<file path="config.mk">
export PLATFORM = sky130hd
export DESIGN_NAME = ws2812b_encoder
export DESIGN_NICKNAME = d
export VERILOG_FILES = /design/src/rtl/ws2812b_encoder.sv
export SDC_FILE = /design/constraint.sdc
export NUM_CORES = 1
export LEC_CHECK = 0
export ABC_AREA = 0
export CORE_MARGIN = 3
export CORE_UTILIZATION = 50
export DETAILED_ROUTE_END_ITERATION = 8
export PLACE_DENSITY_LB_ADDON = 0.12
export REMOVE_ABC_BUFFERS = 1
export SYNTH_ARGS = -nofsm -noshare
export SYNTH_HDL_FRONTEND = slang
export SYNTH_SLANG_ARGS = --single-unit
</file>
<file path="constraint.sdc">
create_clock -name clk -period 2.7 [get_ports clk]
set_input_delay 0.405 -clock clk [delete_from_list [all_inputs] [get_ports clk]]
set_output_delay 0.405 -clock clk [all_outputs]
set_load 0.005 [all_outputs]
</file>
<file path="src/rtl/ws2812b_encoder.sv">
// WS2812B single-wire transmitter: 24-bit GRB pixels in over valid/ready, NRZ pulse pairs out on dout.
// Optional global brightness scaling at load is enabled by defining WS2812B_ENC_BRIGHTNESS_EN.
module ws2812b_encoder #(
  parameter int CLK_HZ       = 64000000,
  parameter int T0H_CYCLES   = 26,
  parameter int T1H_CYCLES   = 51,
  parameter int TBIT_CYCLES  = 80,
  parameter int RESET_CYCLES = 3840
) (
  input  logic        clk,
  input  logic        reset,
  input  logic        pixel_valid,
  input  logic [23:0] pixel_grb,
`ifdef WS2812B_ENC_BRIGHTNESS_EN
  input  logic [7:0]  brightness,
`endif
  output logic        pixel_ready,
  output logic        dout,
  output logic        busy,
  output logic        done
);

  localparam int CW = $clog2(TBIT_CYCLES);
  localparam int LW = $clog2(RESET_CYCLES);

  if (CLK_HZ <= 0 || T0H_CYCLES <= 0 || T1H_CYCLES <= T0H_CYCLES ||
      TBIT_CYCLES <= T1H_CYCLES || RESET_CYCLES <= 1) begin : g_bad_params
    $error("ws2812b_encoder: illegal timing parameters");
  end

  // Handshake: a pixel transfers on any edge where pixel_valid && pixel_ready;
  // pixel_ready never depends on pixel_valid and the producer holds data until then.
  typedef enum logic [1:0] {S_IDLE, S_BIT, S_LATCH} state_t;

  state_t      state, state_n;
  logic [CW-1:0] cnt, cnt_n;
  logic [LW-1:0] lcnt, lcnt_n;
  logic [4:0]  bit_idx, bit_idx_n;
  logic [23:0] shreg, shreg_n;
  logic        dout_n, done_n;
  logic        accept, last_cycle;
  logic [23:0] load_val;

`ifdef WS2812B_ENC_BRIGHTNESS_EN
  logic [8:0]  scale;
  logic [15:0] prod_g, prod_r, prod_b;

  assign scale  = {1'b0, brightness} + 9'd1;
  assign prod_g = {8'd0, pixel_grb[23:16]} * {7'd0, scale};
  assign prod_r = {8'd0, pixel_grb[15:8]}  * {7'd0, scale};
  assign prod_b = {8'd0, pixel_grb[7:0]}   * {7'd0, scale};
  assign load_val = {8'(prod_g >> 8), 8'(prod_r >> 8), 8'(prod_b >> 8)};
`else
  assign load_val = pixel_grb;
`endif

  assign last_cycle  = (cnt == CW'(TBIT_CYCLES - 1));
  assign pixel_ready = (state == S_IDLE) ||
                       (state == S_BIT && bit_idx == 5'd23 && last_cycle);
  assign accept      = pixel_valid && pixel_ready;
  assign busy        = (state != S_IDLE);

  always_comb begin
    state_n   = state;
    cnt_n     = cnt;
    lcnt_n    = lcnt;
    bit_idx_n = bit_idx;
    shreg_n   = shreg;
    done_n    = 1'b0;
    case (state)
      S_IDLE: begin
        if (accept) begin
          state_n   = S_BIT;
          shreg_n   = load_val;
          cnt_n     = '0;
          bit_idx_n = '0;
        end
      end
      S_BIT: begin
        if (!last_cycle) begin
          cnt_n = cnt + CW'(1);
        end else if (bit_idx != 5'd23) begin
          shreg_n   = {shreg[22:0], 1'b0};
          cnt_n     = '0;
          bit_idx_n = bit_idx + 5'd1;
        end else if (accept) begin
          // Back-to-back pixel: reload without any low gap.
          shreg_n   = load_val;
          cnt_n     = '0;
          bit_idx_n = '0;
        end else begin
          state_n = S_LATCH;
          lcnt_n  = '0;
        end
      end
      S_LATCH: begin
        if (lcnt == LW'(RESET_CYCLES - 1)) begin
          state_n = S_IDLE;
          done_n  = 1'b1;
        end else begin
          lcnt_n = lcnt + LW'(1);
        end
      end
      default: state_n = S_IDLE;
    endcase
    // dout is registered, so it is derived from the state the next cycle will hold.
    dout_n = (state_n == S_BIT) &&
             (cnt_n < (shreg_n[23] ? CW'(T1H_CYCLES) : CW'(T0H_CYCLES)));
  end

  always_ff @(posedge clk) begin
    if (reset) begin
      state   <= S_IDLE;
      cnt     <= '0;
      lcnt    <= '0;
      bit_idx <= '0;
      shreg   <= '0;
      dout    <= 1'b0;
      done    <= 1'b0;
    end else begin
      state   <= state_n;
      cnt     <= cnt_n;
      lcnt    <= lcnt_n;
      bit_idx <= bit_idx_n;
      shreg   <= shreg_n;
      dout    <= dout_n;
      done    <= done_n;
    end
  end

endmodule
</file>
; Word-level counts from Yosys, hierarchy flattened
; Index checks and enable logic that the tools add are counted.
[totals]
ff_bits = 52
inputBits = 27
output_inout_bits = 4
[classes]
add_sub_neg = 3
magnitude_cmp = 1
n_eq_ne = 11
mux = 25
bitwise_logic = 1
n_reduce_logical = 12
[op_table]
columns = cell, n
row1 = two-way mux 24 bit, 3
row2 = two-way mux 12 bit, 4
row3 = case mux 24 bit (2 select lines), 1
row4 = case mux 12 bit (2 select lines), 1
row5 = two-way mux 7 bit, 3
row6 = two-way mux 5 bit, 3
row7 = case mux 7 bit (2 select lines), 1
row8 = "adder 12 x 1 -> 12 bit, second input constant", 1
row9 = "== test 12 bit, second input constant", 1
row10 = two-way mux 2 bit, 5
row11 = case mux 5 bit (2 select lines), 1
row12 = "!= test 2 bit, second input constant", 4
row13 = "adder 7 x 1 -> 7 bit, second input constant", 1
row14 = "== test 7 bit, second input constant", 1
row15 = < comparator 7 x 6 -> 1 bit, 1
row16 = two-way mux 6 bit, 1
row17 = case mux 2 bit (3 select lines), 1
row18 = nonzero test 2 bit, 3
row19 = "adder 5 x 1 -> 5 bit, second input constant", 1
row20 = "== test 5 bit, second input constant", 1
row21 = "!= test 5 bit, second input constant", 1
row22 = AND reduction 5 bit, 1
row23 = "== test 2 x 1 -> 1 bit, second input constant", 2
row24 = logical AND 1 bit, 4
row25 = other kinds (7), 7

; Longest topological paths before layout
[logic_depth]
depth_word = 12
ltp_mapped = 10
ltp_nobuf = 10

; Least setup slack after synthesis
; OpenSTA, ideal clock, no wires.
[synth_timing]
path_kind = register to register
from = reg bit_idx[0]
to = reg dout
setup_time_ps = 70
arrival_ps = 1984
t_required_ps = 2630
path_slack_ps = 646
path_stages_with_launch = 11
path_buffers = 0
synth_period_minus_slack_ps = 2054
path_cell_list = dfxtp_1 -> ha_1 -> nand4b_1 -> nor2_1 -> a21o_1 -> o21ai_0 -> o21ai_0 -> ha_1 -> nand3_1 -> nor2_1 -> a21oi_1
[synth_via]
elab_cells_between_ends = 23
cone_classes = 1 x order compare / 3 x eq/ne / 14 x mux / 5 x reduce/logical
[synth_rtl]
columns = element, line_no
row1 = start: declaration, 38  ; logic [4:0] bit_idx, bit_idx_n;
row2 = start signal: assignment, 124  ; bit_idx <= bit_idx_n;
row3 = == test 5 bit, 59  ; (state == S_BIT && bit_idx == 5'd23 && last_cycle);
row4 = logical AND 1 bit (2 in series), 59
row5 = logical OR 1 bit, 58  ; assign pixel_ready = (state == S_IDLE) ||
row6 = logical AND 1 bit, 60  ; assign accept = pixel_valid && pixel_ready;
row7 = two-way mux 7 bit, "72, 86"
row8 = two-way mux 7 bit, 82  ; end else if (bit_idx != 5'd23) begin
row9 = two-way mux 7 bit, 80  ; if (!last_cycle) begin
row10 = case mux 7 bit (2 select lines) (*), 70  ; case (state)
row11 = named net cnt_n[3], 36  ; logic [CW-1:0] cnt, cnt_n;
row12 = < comparator 7 x 6 -> 1 bit (*), 108  ; (cnt_n < (shreg_n[23] ? CW'(T1H_CYCLES) : CW'(T0H_CYCLES)));
row13 = logical AND 1 bit (*), 107  ; dout_n = (state_n == S_BIT) &&
row14 = end signal: assignment, 126  ; dout <= dout_n;
row15 = end: declaration, 18  ; output logic dout,
; Mark *: on every way through the listed nets, which the timed path passes. The rest lies on a longest branch. The select of a mux whose other input is x is not followed.
; A chain may end at the register's enable or synchronous reset.

; Worst setup path in the final report
[layout_timing]
from = reg cnt[4]
to = reg shreg[16]
[layout_via]
elab_chain_len = 8
elab_cells_between_ends = 10
cone_classes = 2 x eq/ne / 4 x mux / 4 x reduce/logical
[layout_rtl]
columns = element, line_no
row1 = start: declaration, 36
row2 = start signal: assignment, 122  ; cnt <= cnt_n;
row3 = == test 7 bit (*), 57  ; assign last_cycle = (cnt == CW'(TBIT_CYCLES - 1));
row4 = logical AND 1 bit, 59
row5 = logical OR 1 bit, 58
row6 = logical AND 1 bit, 60
row7 = two-way mux 24 bit (3 in series), -
row8 = case mux 24 bit (2 select lines), -
row9 = end signal: assignment, 125  ; shreg <= shreg_n;
row10 = end: declaration, 39  ; logic [23:0] shreg, shreg_n;
; Every way passes the cells marked *; elsewhere a longest branch is shown, timed or not. The select of a mux whose other input is x is not followed.

==> results.cfg <==
[timing]
fin_skew_ns = 0.0112
fmax_mhz = 435
rsz0062_at_grt = false
finalCriticalPeriod_ns = 2.30
tns_ns = 0
tightest_slew_ns = 0.791
min_period_over_period = 0.852
hold_viol = 0
slew_violations = 0
hold_slack_ns = 0.500
fin_ws_ns = 0.400
worst_slew_margin_rel = 0.473
setup_viol = 0

[detailed_routing]
routed_wl_um = 5200
ant_nets = 0
dr.pass1.iters = 7
drcViolationCount = 0
drtIter0Drc = 235
via_per_inst = 6.03
wl_per_cell_um = 14.9
vias = 2097

[grt]
globalRouteOverflowTotal = 0
grt_util_all_layers = 0.195
grt_pass1_wl_um = 8650
grt_max_degree = 29
first_global_vias = 1930
antenna_found_initial = 0

[placement]
hpwlAfterDp_um = 3570
pre_cts_slack_ns = 0.324
dp.cells = 338
gp_congestion = 0.903
placed_cell_area_mm2 = 0.00273
io_buffers = 30

[setup_path]
crit_path_cell_trace = or3b_4, or2_4, a211o_1, a222oi_1, nor2_1
worst-r2r-setup-slack_ns = 0.40
timing.rr.start = cnt[4]$_SDFF_PP0_
cp_data_required_time_ns = 2.89
critPathMaxFanout = 26
reg2reg_to = shreg[16]$_SDFFE_PP0P_
worstPathArrival_ns = 2.49
r2r_cells = 5
critPathSlowestCell = a211o_1
max_stage_delay_ns = 0.60
worst_setup_path_end_kind = flip-flop
critical_path_class = flip-flop to flip-flop
start_kind = flip-flop

[floorplan]
dieArea_mm2 = 0.00568
initial_core_util = 0.534
die_w_um = 75.3
io-pin-count = 31
core_mm2 = 0.00450
rows = 24
die_y_um = 75.3

[yosys]
syn_avg_cell_area_um2 = 9.00
synthCells = 267
yosysTopAreaCell = dfxtp_1
netlist_area_mm2 = 0.00240
ys.flop_type = dfxtp_1
yosysWarnings = 0
synth-async-reset-ratio = 0
ys_types = 51
synth_top_area_frac = 0.433
synth_area_leaders = dfxtp_1 (43%), a222oi_1 (9.2%), nor2_1 (7.5%)
ys_seq_area_frac = 0.433
synth_edf_count = 0
synth-seq-cells = 52

[cells_and_area]
layout.nets = 327
diodes = 0
stdcell_count = 348
final_layout_size_suffix_gt1_frac = 0.0946
fin_area_mm2 = 0.00287
layout_common_cells = dfxtp_1 (51), nor2_1 (48), clkdlybuf4s50_1 (29)
syn2layout_area_growth_pct = 19.5
layout_commonest_cell = dfxtp_1

[cts]
path_clk_slew_ns = 0.09
cts_buffers = 5
hold_buffers = 0
clock_latency_ns = 0.31
cts_root_buffer = clkbuf_8
clock_tree.htree_level_count = 2
cts_tree = built
numClockSinks = 52
cts_buffer_depth = 2

[pwr]
vdd_ir_drop_max_mv = 0.315
p_leak_uw = 0.00104
power_density_mw_per_mm2 = 517

[hold_path]
hold_path.startpoint = lcnt[1]$_SDFFE_PP0P_
min_to = lcnt[1]$_SDFFE_PP0P_
hold_path.class = flip-flop to flip-flop
hold_path_depth = 2

[job]
maxCapViolations = 0

[run_status]
status = completed
[what timing repair did]
action                     in CTS  in global routing
setup buffers                   0                  2
hold endpoints to repair        0                  0
gates resized for setup         0                  5
setup endpoints to repair       0                  2
[how the worst max path moves through the flow]
stage	from	end	slack, ns	cells after the start
global placement	cnt[1]$_SDFF_PP0_	shreg[10]$_SDFFE_PP0P_	0.41	6
global route	bit_idx[0]$_SDFFE_PP0P_	dout$_SDFF_PP0_	0.16	11
floorplan	bit_idx[0]$_SDFFE_PP0P_	dout$_SDFF_PP0_	0.65	10
detailed placement	bit_idx[0]$_SDFFE_PP0P_	dout$_SDFF_PP0_	0.32	10
finish	cnt[4]$_SDFF_PP0_	shreg[16]$_SDFFE_PP0P_	0.40	5
CTS	cnt[1]$_SDFF_PP0_	pixel_ready	0.05	6
[power by group]
| part | switching [µW] | leakage, µW | internal, µW |
|---|---|---|---|
| clock | 252 | 0.0000552 | 275 |
| combinational | 74.7 | 0.000559 | 79.1 |
| sequential | 13.4 | 0.000424 | 790 |
[cell type report]
| type | count | area (µm²) |
|---|---|---|
| clock buffer | 6 | 72.6 |
| clock inverter | 2 | 35.0 |
| fill | 383 | 1630 |
| inverter | 4 | 15.0 |
| multi-input combinational | 193 | 1270 |
| sequential | 52 | 1040 |
| tap | 52 | 65.1 |
| timing repair buffer | 39 | 370 |
[metrics by stage]
step | utilization | power, µW
finish | 0.638 | 1480
global route | 0.638 | 1540
CTS | 0.630 | 1490
detailed placement | 0.606 | 974
global placement | 0.606 | 972
floorplan | - | 894
[sequential cells by signal (all words and copies together) (netlist names)]
name,count
bit_idx,5
lcnt,12
state,2
shreg,24
done,1
dout,1
cnt,7
[per-layer routing]
layer | wire length (µm) | GRT usage | vias up
met3 | 210 | 0.0435 | 8
met4 | 105 | 0.0816 | 0
met1 | 2460 | 0.263 | 993
li1 | - | - | 1048
met5 | 0 | 0 | -
met2 | 2420 | 0.303 | 48
[worst max-delay path: cells and delay by family, from the launching register on]
| family | cells | cell delay [ns] |
|---|---|---|
| DFF | 1 | 0.36 |
| and+or+nand+nor | 3 | 0.78 |
| AOI/OAI and AO/OA | 2 | 1.02 |
[Yosys cell counts, types with 2 or more instances]
master / n
a211oi_1: 2
or3_1: 2
buf_6: 2
mux2i_1: 3
xnor2_1: 10
nor4_1: 2
nor2_1: 48
nand4b_1: 3
nor3b_1: 2
nand3b_1: 2
nand2_1: 9
a21o_1: 3
a41oi_1: 2
nor2b_1: 9
dfxtp_1: 52
nor3_1: 9
ha_1: 5
buf_2: 6
nand2b_1: 5
nand4_1: 3
a21oi_1: 11
a222oi_1: 22
o21ai_0: 6
inv_1: 4
a31oi_1: 3
clkbuf_1: 9
nand3_1: 8
and3_1: 2
[logic make-up (layout without fill, tap and decap cells)]
logic type / after synthesis / count (layout) / share of synthesized area
fa+ha+maj: 5 / 5 / 0.0260
compound gates: 59 / 59 / 0.194
buf+inv: 22 / 51 / 0.0437
xor+xnor: 10 / 10 / 0.0364
flops: 52 / 52 / 0.433
mux: 4 / 4 / 0.0172
simple gates: 115 / 115 / 0.249
(Power assumes the default switching activity.)
